$ cat config.mk
export PLATFORM = sky130hd
export DESIGN_NAME = paddle_ctrl
export DESIGN_NICKNAME = d
export VERILOG_FILES = /design/src/rtl/paddle_ctrl.sv
export SDC_FILE = /design/constraint.sdc
export NUM_CORES = 1
export LEC_CHECK = 0
export CORE_AREA = 10 10 118 99
export DETAILED_ROUTE_END_ITERATION = 16
export DIE_AREA = 0 0 128 109
export DONT_BUFFER_PORTS = 1
export PLACE_DENSITY = 0.61
export SETUP_SLACK_MARGIN = 0.05
export SKIP_LAST_GASP = 1
export SYNTH_ARGS = -nofsm -noshare
export SYNTH_HDL_FRONTEND = slang
export SYNTH_SLANG_ARGS = --single-unit
$ cat constraint.sdc
create_clock -name sys_clk -period 3.6 [get_ports sys_clk]
set_input_delay 0.9 -clock sys_clk [delete_from_list [all_inputs] [get_ports sys_clk]]
set_output_delay 0.9 -clock sys_clk [all_outputs]
set_load 0.005 [all_outputs]
$ cat src/rtl/paddle_ctrl.sv
// Paddle controller: synchronizes the four player buttons and moves two paddle centres on a slow
// move tick, with hold-to-accelerate. Optional macro PADDLE_AUTO_P2_EN makes paddle 2 follow ball_y.
module paddle_ctrl #(
    parameter int TICK_DIV   = 500000,
    parameter int POS_INIT   = 245,
    parameter int POS_MIN    = 50,
    parameter int POS_MAX    = 430,
    parameter int STEP_SLOW  = 2,
    parameter int STEP_FAST  = 6,
    parameter int HOLD_TICKS = 16
) (
    input  logic       sys_clk,
    input  logic       reset,
    input  logic       p1_up,
    input  logic       p1_down,
    input  logic       p2_up,
    input  logic       p2_down,
    input  logic       freeze,
    input  logic [9:0] ball_y,
    output logic [9:0] p1_position,
    output logic [9:0] p2_position,
    output logic       move_tick
);

    localparam int CNT_W  = (TICK_DIV > 2) ? $clog2(TICK_DIV) : 1;
    localparam int HOLD_W = (HOLD_TICKS > 1) ? $clog2(HOLD_TICKS + 1) : 1;
    localparam logic [CNT_W-1:0]  CNT_LAST  = CNT_W'(TICK_DIV - 1);
    localparam logic [HOLD_W-1:0] HOLD_LAST = HOLD_W'(HOLD_TICKS - 1);
    localparam logic signed [11:0] MIN_S  = $signed(12'(POS_MIN));
    localparam logic signed [11:0] MAX_S  = $signed(12'(POS_MAX));
    localparam logic signed [11:0] SLOW_S = $signed(12'(STEP_SLOW));
    localparam logic signed [11:0] FAST_S = $signed(12'(STEP_FAST));
    localparam logic [9:0]         INIT_P = 10'(POS_INIT);

    typedef enum logic [2:0] {IDLE, UP_SLOW, UP_FAST, DN_SLOW, DN_FAST} state_t;

    // ---------------- move tick ----------------
    logic [CNT_W-1:0] tick_cnt_reg;
    logic             move_tick_reg;
    logic             tick_edge;

    assign tick_edge = (tick_cnt_reg == CNT_LAST);
    assign move_tick = move_tick_reg;

    always_ff @(posedge sys_clk or negedge reset) begin
        if (!reset) begin
            tick_cnt_reg  <= '0;
            move_tick_reg <= 1'b0;
        end else begin
            tick_cnt_reg  <= tick_edge ? '0 : tick_cnt_reg + 1'b1;
            move_tick_reg <= tick_edge;
        end
    end

    // ---------------- button synchronizers ----------------
    logic [3:0] btn_raw;
    logic [3:0] sync1_reg;
    logic [3:0] sync2_reg;

    assign btn_raw = {p2_down, p2_up, p1_down, p1_up};

    generate
        for (genvar gi = 0; gi < 4; gi++) begin : g_sync
            always_ff @(posedge sys_clk or negedge reset) begin
                if (!reset) begin
                    sync1_reg[gi] <= 1'b0;
                    sync2_reg[gi] <= 1'b0;
                end else begin
                    sync1_reg[gi] <= btn_raw[gi];
                    sync2_reg[gi] <= sync1_reg[gi];
                end
            end
        end
    endgenerate

    // ---------------- per-player direction requests ----------------
    logic [1:0]       up_req;
    logic [1:0]       dn_req;
    logic [1:0]       fast_en;
    logic [1:0][9:0]  pos_all;

    assign up_req[0] = sync2_reg[0];
    assign dn_req[0] = sync2_reg[1];

`ifdef PADDLE_AUTO_P2_EN
    logic [10:0] ball_ext;
    logic [10:0] p2_ext;
    logic [3:0]  unused_p2_btn;

    assign ball_ext      = {1'b0, ball_y};
    assign p2_ext        = {1'b0, pos_all[1]};
    // Compare with the offset on the other side so nothing can underflow.
    assign up_req[1]     = (ball_ext + 11'd8) < p2_ext;
    assign dn_req[1]     = ball_ext > (p2_ext + 11'd8);
    assign fast_en       = 2'b01;
    assign unused_p2_btn = {sync2_reg[3:2], sync1_reg[3:2]};
`else
    logic unused_ball_y;

    assign up_req[1]     = sync2_reg[2];
    assign dn_req[1]     = sync2_reg[3];
    assign fast_en       = 2'b11;
    assign unused_ball_y = ^ball_y;
`endif

    // ---------------- per-player FSM and position ----------------
    generate
        for (genvar gi = 0; gi < 2; gi++) begin : g_player
            state_t              state_reg, state_next;
            logic [HOLD_W-1:0]   hold_reg, hold_next;
            logic [9:0]          pos_reg, pos_next;
            logic signed [11:0]  pos_calc;

            assign pos_all[gi] = pos_reg;

            always_ff @(posedge sys_clk or negedge reset) begin
                if (!reset) begin
                    state_reg <= IDLE;
                    hold_reg  <= '0;
                    pos_reg   <= INIT_P;
                end else begin
                    state_reg <= state_next;
                    hold_reg  <= hold_next;
                    pos_reg   <= pos_next;
                end
            end

            always_comb begin
                state_next = state_reg;
                hold_next  = hold_reg;
                pos_next   = pos_reg;
                pos_calc   = $signed({2'b00, pos_reg});
                if (freeze) begin
                    state_next = IDLE;
                    hold_next  = '0;
                end else if (tick_edge) begin
                    if (up_req[gi] && !dn_req[gi]) begin
                        case (state_reg)
                            UP_SLOW: begin
                                if (hold_reg == HOLD_LAST && fast_en[gi]) begin
                                    state_next = UP_FAST;
                                end else begin
                                    state_next = UP_SLOW;
                                    if (hold_reg != HOLD_LAST) hold_next = hold_reg + 1'b1;
                                end
                            end
                            UP_FAST: state_next = UP_FAST;
                            default: begin
                                state_next = UP_SLOW;
                                hold_next  = '0;
                            end
                        endcase
                    end else if (dn_req[gi] && !up_req[gi]) begin
                        case (state_reg)
                            DN_SLOW: begin
                                if (hold_reg == HOLD_LAST && fast_en[gi]) begin
                                    state_next = DN_FAST;
                                end else begin
                                    state_next = DN_SLOW;
                                    if (hold_reg != HOLD_LAST) hold_next = hold_reg + 1'b1;
                                end
                            end
                            DN_FAST: state_next = DN_FAST;
                            default: begin
                                state_next = DN_SLOW;
                                hold_next  = '0;
                            end
                        endcase
                    end else begin
                        state_next = IDLE;
                        hold_next  = '0;
                    end

                    // Movement follows the state being entered, so the first press moves at once.
                    case (state_next)
                        UP_SLOW: pos_calc = $signed({2'b00, pos_reg}) - SLOW_S;
                        UP_FAST: pos_calc = $signed({2'b00, pos_reg}) - FAST_S;
                        DN_SLOW: pos_calc = $signed({2'b00, pos_reg}) + SLOW_S;
                        DN_FAST: pos_calc = $signed({2'b00, pos_reg}) + FAST_S;
                        default: pos_calc = $signed({2'b00, pos_reg});
                    endcase

                    if (pos_calc < MIN_S)      pos_next = MIN_S[9:0];
                    else if (pos_calc > MAX_S) pos_next = MAX_S[9:0];
                    else                       pos_next = pos_calc[9:0];
                end
            end
        end
    endgenerate

    assign p1_position = pos_all[0];
    assign p2_position = pos_all[1];

endmodule

==> metrics.txt, run 1 <==
Power per Cell Area ~340 nW/µm²; outcome finished, final reports clean; CP endpoint kind register; vias after detailed routing roughly 3800; via-per-instance ratio 5.95; iteration-0 DRC count of the detailed router ~350; number of diodes 0; row cnt 32; total track usage 0.162; antenna viol nets, final 0; DR WL/cell between 15 and 20 µm; synth warn 0; unrepaired setup endpoints after global routing yes; Slew Viols, Final 0; P_leak 2.13 nW; final setup violation count 0; ys flop type dfrtp_1; core area roughly 9400 µm²; worst hold margin 0.259 ns; Cells after Synth between 400 and 500; met3 Resource Use GR 0.0505; DRC Markers 0; CP Class register to register; met2 Track Usage GR 0.247; largest net degree at the start of global routing 65; fin crit period 3.59 ns; commonest non-fill, non-tap cell in the layout nor2_1; Hold WC Path Type primary input to asynchronous set/reset pin; hold_buf cts 0; crit-path max FO 5; RR Endpoint p2_position[1]; met1 GRT Util 0.213; data arrival time of the critical path approximately 3.8 ns; largest cells by area after synthesis dfrtp_1 (30%), dfstp_2 (7.2%), nor2_1 (4.7%); Reg-to-Reg Start g_player[1].hold_reg[0]; Yosys top cell area share 0.296; CTS tree yes; max reg flops 19; dpl cells 614; share of layout cells above drive strength 1 0.235; Power, Total ~1.8 mW; total CTS buffers 9; Synth async-reset ratio 1.00; CTS Root Cell clkbuf_16; maximum clock frequency roughly 280 MHz; Top Usage Layer GRT met2; Non-Filler Instances 639; R2R Setup Slk ~0.0061 ns; synthesized flop and latch total 64; Sink Count 64; Post-synth EDFFs 0; Initial Util 0.469; fin nets between 500 and 600; PortBufs 0; CP Launch Type register; initial antenna violation count 0; FILL cells around 840; Synth-to-Final Area Change 17.6%; Synth cell types slightly above 80; DR pass1 iterations 5; measured slew at the worst slew-check pin 0.690 ns; fin crit share 0.998; Die H about 110 µm; max cap viols 0; DIE WIDTH around 130 µm; I/O Pins 38; Clock Skew between 0.004 and 0.005 ns; cell taking the most area after synthesis dfrtp_1; Mean Syn Cell Area 8.82 µm²; vias in the first global route 3701; Worst slew margin 0.534; Max Root-Sink Buffers 2; Hold Vio Cnt, Final 0; Post-DP HPWL around 7600 µm; clk_lat worst skew 0.34 ns; Critical Path RT 3.83 ns; worst reg-to-reg path cell count 16; commonest non-fill, non-tap cells in the layout nor2_1 (54), dfrtp_1 (52), nand2_1 (40); wirelength, routed approximately 11000 µm; total grt overflow 0; die area around 14000 µm²; maximum VDD drop about 0.0003 V; Reg clk slew, reported paths approximately 0.050 ns; H-tree Lvls 3; syn_nets 526; post-synthesis cell area between 4000 and 5000 µm²; GPL Wtd Cong 0.860; sequential-to-total area share from yosys stat 0.368; first-pass GRT wire length between 15000 and 20000 µm
## cell type report
| type | count | area [µm²] | share of cell area |
|---|---|---|---|
| Multi-Input combinational cell | 386 | 2760 | 0.534 |
| Sequential cell | 64 | 1620 | 0.313 |
| Timing Repair Buffer | 31 | 233 | 0.0450 |
| Clock buffer | 10 | 229 | 0.0443 |
| Tap cell | 119 | 149 | 0.0288 |
| Clock inverter | 6 | 92.6 | 0.0179 |
| Inverter | 23 | 86.3 | 0.0167 |
## synth_stat cells (3+ instances only)
cell type / number
clkbuf_1: 10
ha_1: 9
o311ai_1: 3
a31o_2: 4
a211oi_1: 5
and3_1: 11
o22ai_1: 5
nand4b_1: 3
and2_1: 4
dfrtp_1: 52
a21oi_1: 20
nand3b_1: 5
nand2_1: 41
nor4b_1: 4
nor3b_1: 3
or3_1: 3
o2bb2ai_1: 3
inv_1: 23
xnor2_1: 20
mux2i_1: 4
or3b_1: 3
dfstp_2: 12
buf_2: 10
nor3_1: 18
nor2_1: 55
a21o_1: 6
o21ai_0: 16
buf_6: 3
o21a_1: 8
nand4_1: 3
o31ai_1: 4
xor2_1: 12
nor2b_1: 6
nand2b_1: 7
or2_2: 3
nand3_1: 26
a31oi_1: 13
a21boi_0: 3
## cells by family after synthesis
family / after synthesis / share of synthesized area
xor+xnor: 33 / 0.0675
compound gates: 121 / 0.203
fa+ha+maj: 12 / 0.0373
mux: 6 / 0.0142
flops: 64 / 0.368
simple gates: 214 / 0.260
buf+inv: 48 / 0.0496
## repair_timing
item / in CTS / in global routing
buffers inserted: 1 / 9
pin swaps: 6 / 26
endpoints found under the setup margin: 4 / 15
gates resized for setup: 7 / 34
## power by group
part	leakage (nW)	switching (mW)	internal (mW)	total, mW
logic	1.16	0.0593	0.0364	0.0957
registers	0.816	0.00879	0.729	0.738
clock network	0.149	0.331	0.609	0.940
total	2.13	0.399	1.37	1.77
## how the worst max path moves through the flow
stage,start,end,depth (start not counted)
3_5_place_dp,g_player[0].hold_reg[0],p1_position[1],16
4_1_cts,g_player[1].hold_reg[0],p2_position[1],16
6_report,g_player[1].hold_reg[0],p2_position[1],16
2_1_floorplan,g_player[1].hold_reg[0],p2_position[1],16
5_1_grt,g_player[1].hold_reg[0],p2_position[1],16
3_3_place_gp,g_player[0].hold_reg[0],p1_position[1],16
## worst max-delay path: stages (launching register included)
cell and delay, ns:
dfrtp_1 0.38, ha_2 0.19, and4b_1 0.22, and3_4 0.20, a22oi_2 0.05, nor2_2 0.14
inv_2 0.07, fa_2 0.39, nand4b_1 0.29, or4_4 0.57, a21oi_4 0.16, a211oi_4 0.06
nand2_2 0.09, a311o_1 0.11, and4_4 0.28, a31oi_4 0.08, o21a_1 0.20
## routing by layer
metal | share of wire | wire length (µm) | vias to the layer above
met4 | 0.016 | 174 | 0
met2 | 0.45 | 5020 | 108
met3 | 0.067 | 741 | 22
met5 | 0 | 0 | -
li1 | - | - | 1839
met1 | 0.46 | 5160 | 1834
## stage by stage
| stage | worst slack (ns) | util | area (µm²) | setup TNS [ns] |
|---|---|---|---|---|
| final | 0.00614 | 0.552 | 5170 | 0 |
| after detailed placement | -0.0299 | 0.488 | 4580 | -0.0533 |
| after global routing | -0.151 | 0.552 | 5170 | -1.09 |
| after floorplan | 0.183 | - | 4390 | 0 |
| after CTS | 0.0375 | 0.527 | 4930 | 0 |
| after global placement | -0.0140 | 0.488 | 4580 | -0.0140 |
Power figures use the tool's default switching activity.
==> run 2: changes to the inputs <==
--- a/config.mk
+++ b/config.mk
@@ -5,9 +5,9 @@
 export SDC_FILE = /design/constraint.sdc
 export NUM_CORES = 1
 export LEC_CHECK = 0
-export CORE_AREA = 10 10 118 99
+export CORE_AREA = 2 2 110 91
 export DETAILED_ROUTE_END_ITERATION = 16
-export DIE_AREA = 0 0 128 109
+export DIE_AREA = 0 0 112 93
 export DONT_BUFFER_PORTS = 1
 export PLACE_DENSITY = 0.61
 export SETUP_SLACK_MARGIN = 0.05
==> run 2 against run 1 <==
  * Core utilization rose by 0.31 points
  * Sequential power barely moved
  * Total power fell by 3.9%
  * Register-to-register slack improved by 0.10 ns
  * Die area fell by 25%
  * Sequential cell count did not move
  * Design area rose by 0.56%
  * Cell count rose by 0.78%
  * Hold slack got worse by 0.0027 ns
  * Maximum frequency rose by 3.0%
  * Combinational power barely moved
  * First-iteration DRC count fell by 13%
  * Largest power group unchanged
  * Highest routed layer unchanged
==> metrics.txt, run 2 (synthesis gave the netlist of run 1 again) <==
fin crit period 3.49 ns (was 3.59 ns); CP Capture Point p2_position[1] (unchanged); total CTS buffers 9 (unchanged); CP cell instances ha_2 -> and4b_1 -> and3_4 -> a22oi_2 -> nor2_2 -> inv_2 -> fa_2 -> nand4b_1 -> buf_4 -> o31ai_4 -> a211oi_2 -> a211oi_4 -> nand2_2 -> a311o_1 -> and4_4 -> a31oi_4 -> o21a_1 (was ha_2 -> and4b_1 -> and3_4 -> a22oi_2 -> nor2_2 -> inv_2 -> fa_2 -> nand4b_1 -> or4_4 -> a21oi_4 -> a211oi_4 -> nand2_2 -> a311o_1 -> and4_4 -> a31oi_4 -> o21a_1); total grt overflow 0 (unchanged); commonest non-fill, non-tap cell in the layout nor2_1 (unchanged); max reg flops 19 (unchanged); CTS tree yes (unchanged); P_leak 2.12 nW (was 2.13 nW); crit-path max FO 5 (unchanged); PortBufs 0 (unchanged); Pint 1.30 mW (was 1.37 mW); Worst slew margin 0.526 (was 0.534); first-pass GRT wire length 17500 µm (was 18300 µm); CP endpoint kind register (unchanged); number of diodes 0 (unchanged); sequential share of power 0.433 (was 0.416); FILL cells 842 (was 835); Net Switching 401 µW (was 399 µW); vias after detailed routing 3811 (was 3803); Synth-to-Final Area Change 18.3% (was 17.6%); CP max stage cell fa_2 (was or4_4); setup TNS 0 ns (unchanged); DR pass1 iterations 5 (unchanged); Slew Viols, Final 0 (unchanged); Crit path max-delay family compound AO/OA/AOI/OAI gates (was simple AND/OR/NAND/NOR gates); initial antenna violation count 0 (unchanged); Power per Cell Area 328 nW/µm² (was 343 nW/µm²); clk_lat worst skew 0.33 ns (was 0.34 ns); wirelength, routed 10900 µm (was 11100 µm); die area 10400 µm² (was 14000 µm²); core area 9370 µm² (unchanged); CP Depth 17 (was 16); antenna viol nets, final 0 (unchanged); outcome finished, final reports clean (unchanged); Reg clk slew, reported paths 0.06 ns (was 0.05 ns); vias in the first global route 3609 (was 3701); fin crit share 0.970 (was 0.998); largest net degree at the start of global routing 65 (unchanged); Sink Count 64 (unchanged); commonest non-fill, non-tap cells in the layout nor2_1 (54), dfrtp_1 (52), nand2_1 (41) (was nor2_1 (54), dfrtp_1 (52), nand2_1 (40)); via-per-instance ratio 5.92 (was 5.95); power share of the combinational group 0.056 (was 0.054); Reg-to-Reg Start g_player[1].hold_reg[1] (was g_player[1].hold_reg[0]); final setup violation count 0 (unchanged); data arrival time of the critical path 3.76 ns (was 3.82 ns); Critical Path RT 3.87 ns (was 3.83 ns); Post-DP HPWL 7340 µm (was 7610 µm); total track usage 0.206 (was 0.162); maximum clock frequency 286 MHz (was 278 MHz); CTS Root Cell clkbuf_16 (unchanged); Power, Total 1.70 mW (was 1.77 mW); RR Endpoint p2_position[1] (unchanged); DR WL/cell 16.9 µm (was 17.4 µm); register area 1620 µm² (unchanged); unrepaired setup endpoints after global routing yes (unchanged); fin nets 548 (was 543); Hold WC Path Type primary input to asynchronous set/reset pin (unchanged); max cap viols 0 (unchanged); Max Root-Sink Buffers 2 (unchanged); DRC Markers 0 (unchanged); maximum VDD drop 0.000388 V (was 0.000298 V); Clock Skew 0.00638 ns (was 0.00419 ns); Die H 93 µm (was 109 µm); Hold Vio Cnt, Final 0 (unchanged); iteration-0 DRC count of the detailed router 302 (was 349); CP Launch Type register (unchanged); Setup crit start g_player[1].hold_reg[1] (was g_player[1].hold_reg[0]); Bufs and invs on worst path 2 (was 1); row cnt 32 (unchanged); I/O Pins 38 (unchanged); Initial Util 0.469 (unchanged); share of layout cells above drive strength 1 0.242 (was 0.235); sw frac 0.235 (was 0.225); Multi-input gate area 2770 µm² (was 2760 µm²); CP Class register to register (unchanged); GPL Wtd Cong 0.846 (was 0.860); R2R Setup Slk 0.11 ns (was 0.006 ns); worst reg-to-reg path cell count 17 (was 16); DIE WIDTH 112 µm (was 128 µm); H-tree Lvls 3 (unchanged); Clk pwr share 0.511 (was 0.530); measured slew at the worst slew-check pin 0.710 ns (was 0.690 ns); Max stage delay on crit path 0.38 ns (was 0.57 ns)
## run 2: layout make-up
class                   count  share of cell area
inverters                  23              0.0166
repair buffers             36              0.0527
multi-input cells         386               0.534
well taps                 119              0.0287
flip-flops and latches     64               0.311
clock buffers              10              0.0441
clock inverters             6              0.0132
## run 2: metrics by stage
stage	utilization	hold slack, ns	instances	cell area (µm²)	setup slack, ns
2_1_floorplan	-	0.331	498	4390	0.183
3_3_place_gp	0.488	0.336	613	4570	0.00723
3_5_place_dp	0.488	0.343	613	4570	-0.0360
4_1_cts	0.526	0.244	634	4930	0.0596
5_1_grt	0.555	0.240	644	5200	-0.0834
6_report	0.555	0.256	644	5200	0.109
## run 2: timing repair
item | 4_1_cts | 5_1_grt
resized for setup | 6 | 36
setup buffers | 5 | 10
hold buffers | 0 | 0
endpoints found under the setup margin | 5 | 14
endpoints found under the hold margin | 0 | 0
pin swaps | 6 | 26
## run 2: worst min-delay path by stage
stage	start	to	depth (start not counted)	slack, ns
2_1_floorplan	sync1_reg[1]	dn_req[0]	0	0.33
3_3_place_gp	sync1_reg[3]	dn_req[1]	0	0.34
3_5_place_dp	sync1_reg[0]	sync2_reg[0]	0	0.34
4_1_cts	reset	dn_req[1]	0	0.24
5_1_grt	reset	dn_req[1]	0	0.24
6_report	reset	sync2_reg[2]	0	0.26
## run 2: worst register-to-register path: stages (launching register included)
cell      delay [ns]
dfrtp_1         0.35
ha_2            0.18
and4b_1         0.21
and3_4          0.19
a22oi_2         0.05
nor2_2          0.14
inv_2           0.07
fa_2            0.38
nand4b_1        0.20
buf_4           0.19
o31ai_4         0.22
a211oi_2        0.10
a211oi_4        0.30
nand2_2         0.09
a311o_1         0.28
and4_4          0.22
a31oi_4         0.13
o21a_1          0.14
## run 2: power by group through the flow
stage / registers (mW) / clock network, mW / logic, mW
6_report: 0.737 / 0.872 / 0.0956
3_5_place_dp: 0.750 / 0 / 0.0834
5_1_grt: 0.738 / 0.911 / 0.104
4_1_cts: 0.737 / 0.889 / 0.0850
3_3_place_gp: 0.749 / 0 / 0.0824
2_1_floorplan: 0.746 / 0 / 0.0673
## run 2: routing by layer
metal / GRT usage / share of wire / vias to the layer above
met5: 0 / 0 / -
li1: - / - / 1843
met3: 0.0506 / 0.061 / 20
met4: 0.0630 / 0.014 / 0
met2: 0.322 / 0.45 / 126
met1: 0.287 / 0.47 / 1822
==> run 3: changes to the inputs <==
--- a/config.mk
+++ b/config.mk
@@ -15,3 +15,4 @@
 export SYNTH_ARGS = -nofsm -noshare
 export SYNTH_HDL_FRONTEND = slang
 export SYNTH_SLANG_ARGS = --single-unit
+export TNS_END_PERCENT = 100
==> results of run 3 <==
The final DEF is identical to that of run 2; final timing and power are the same.
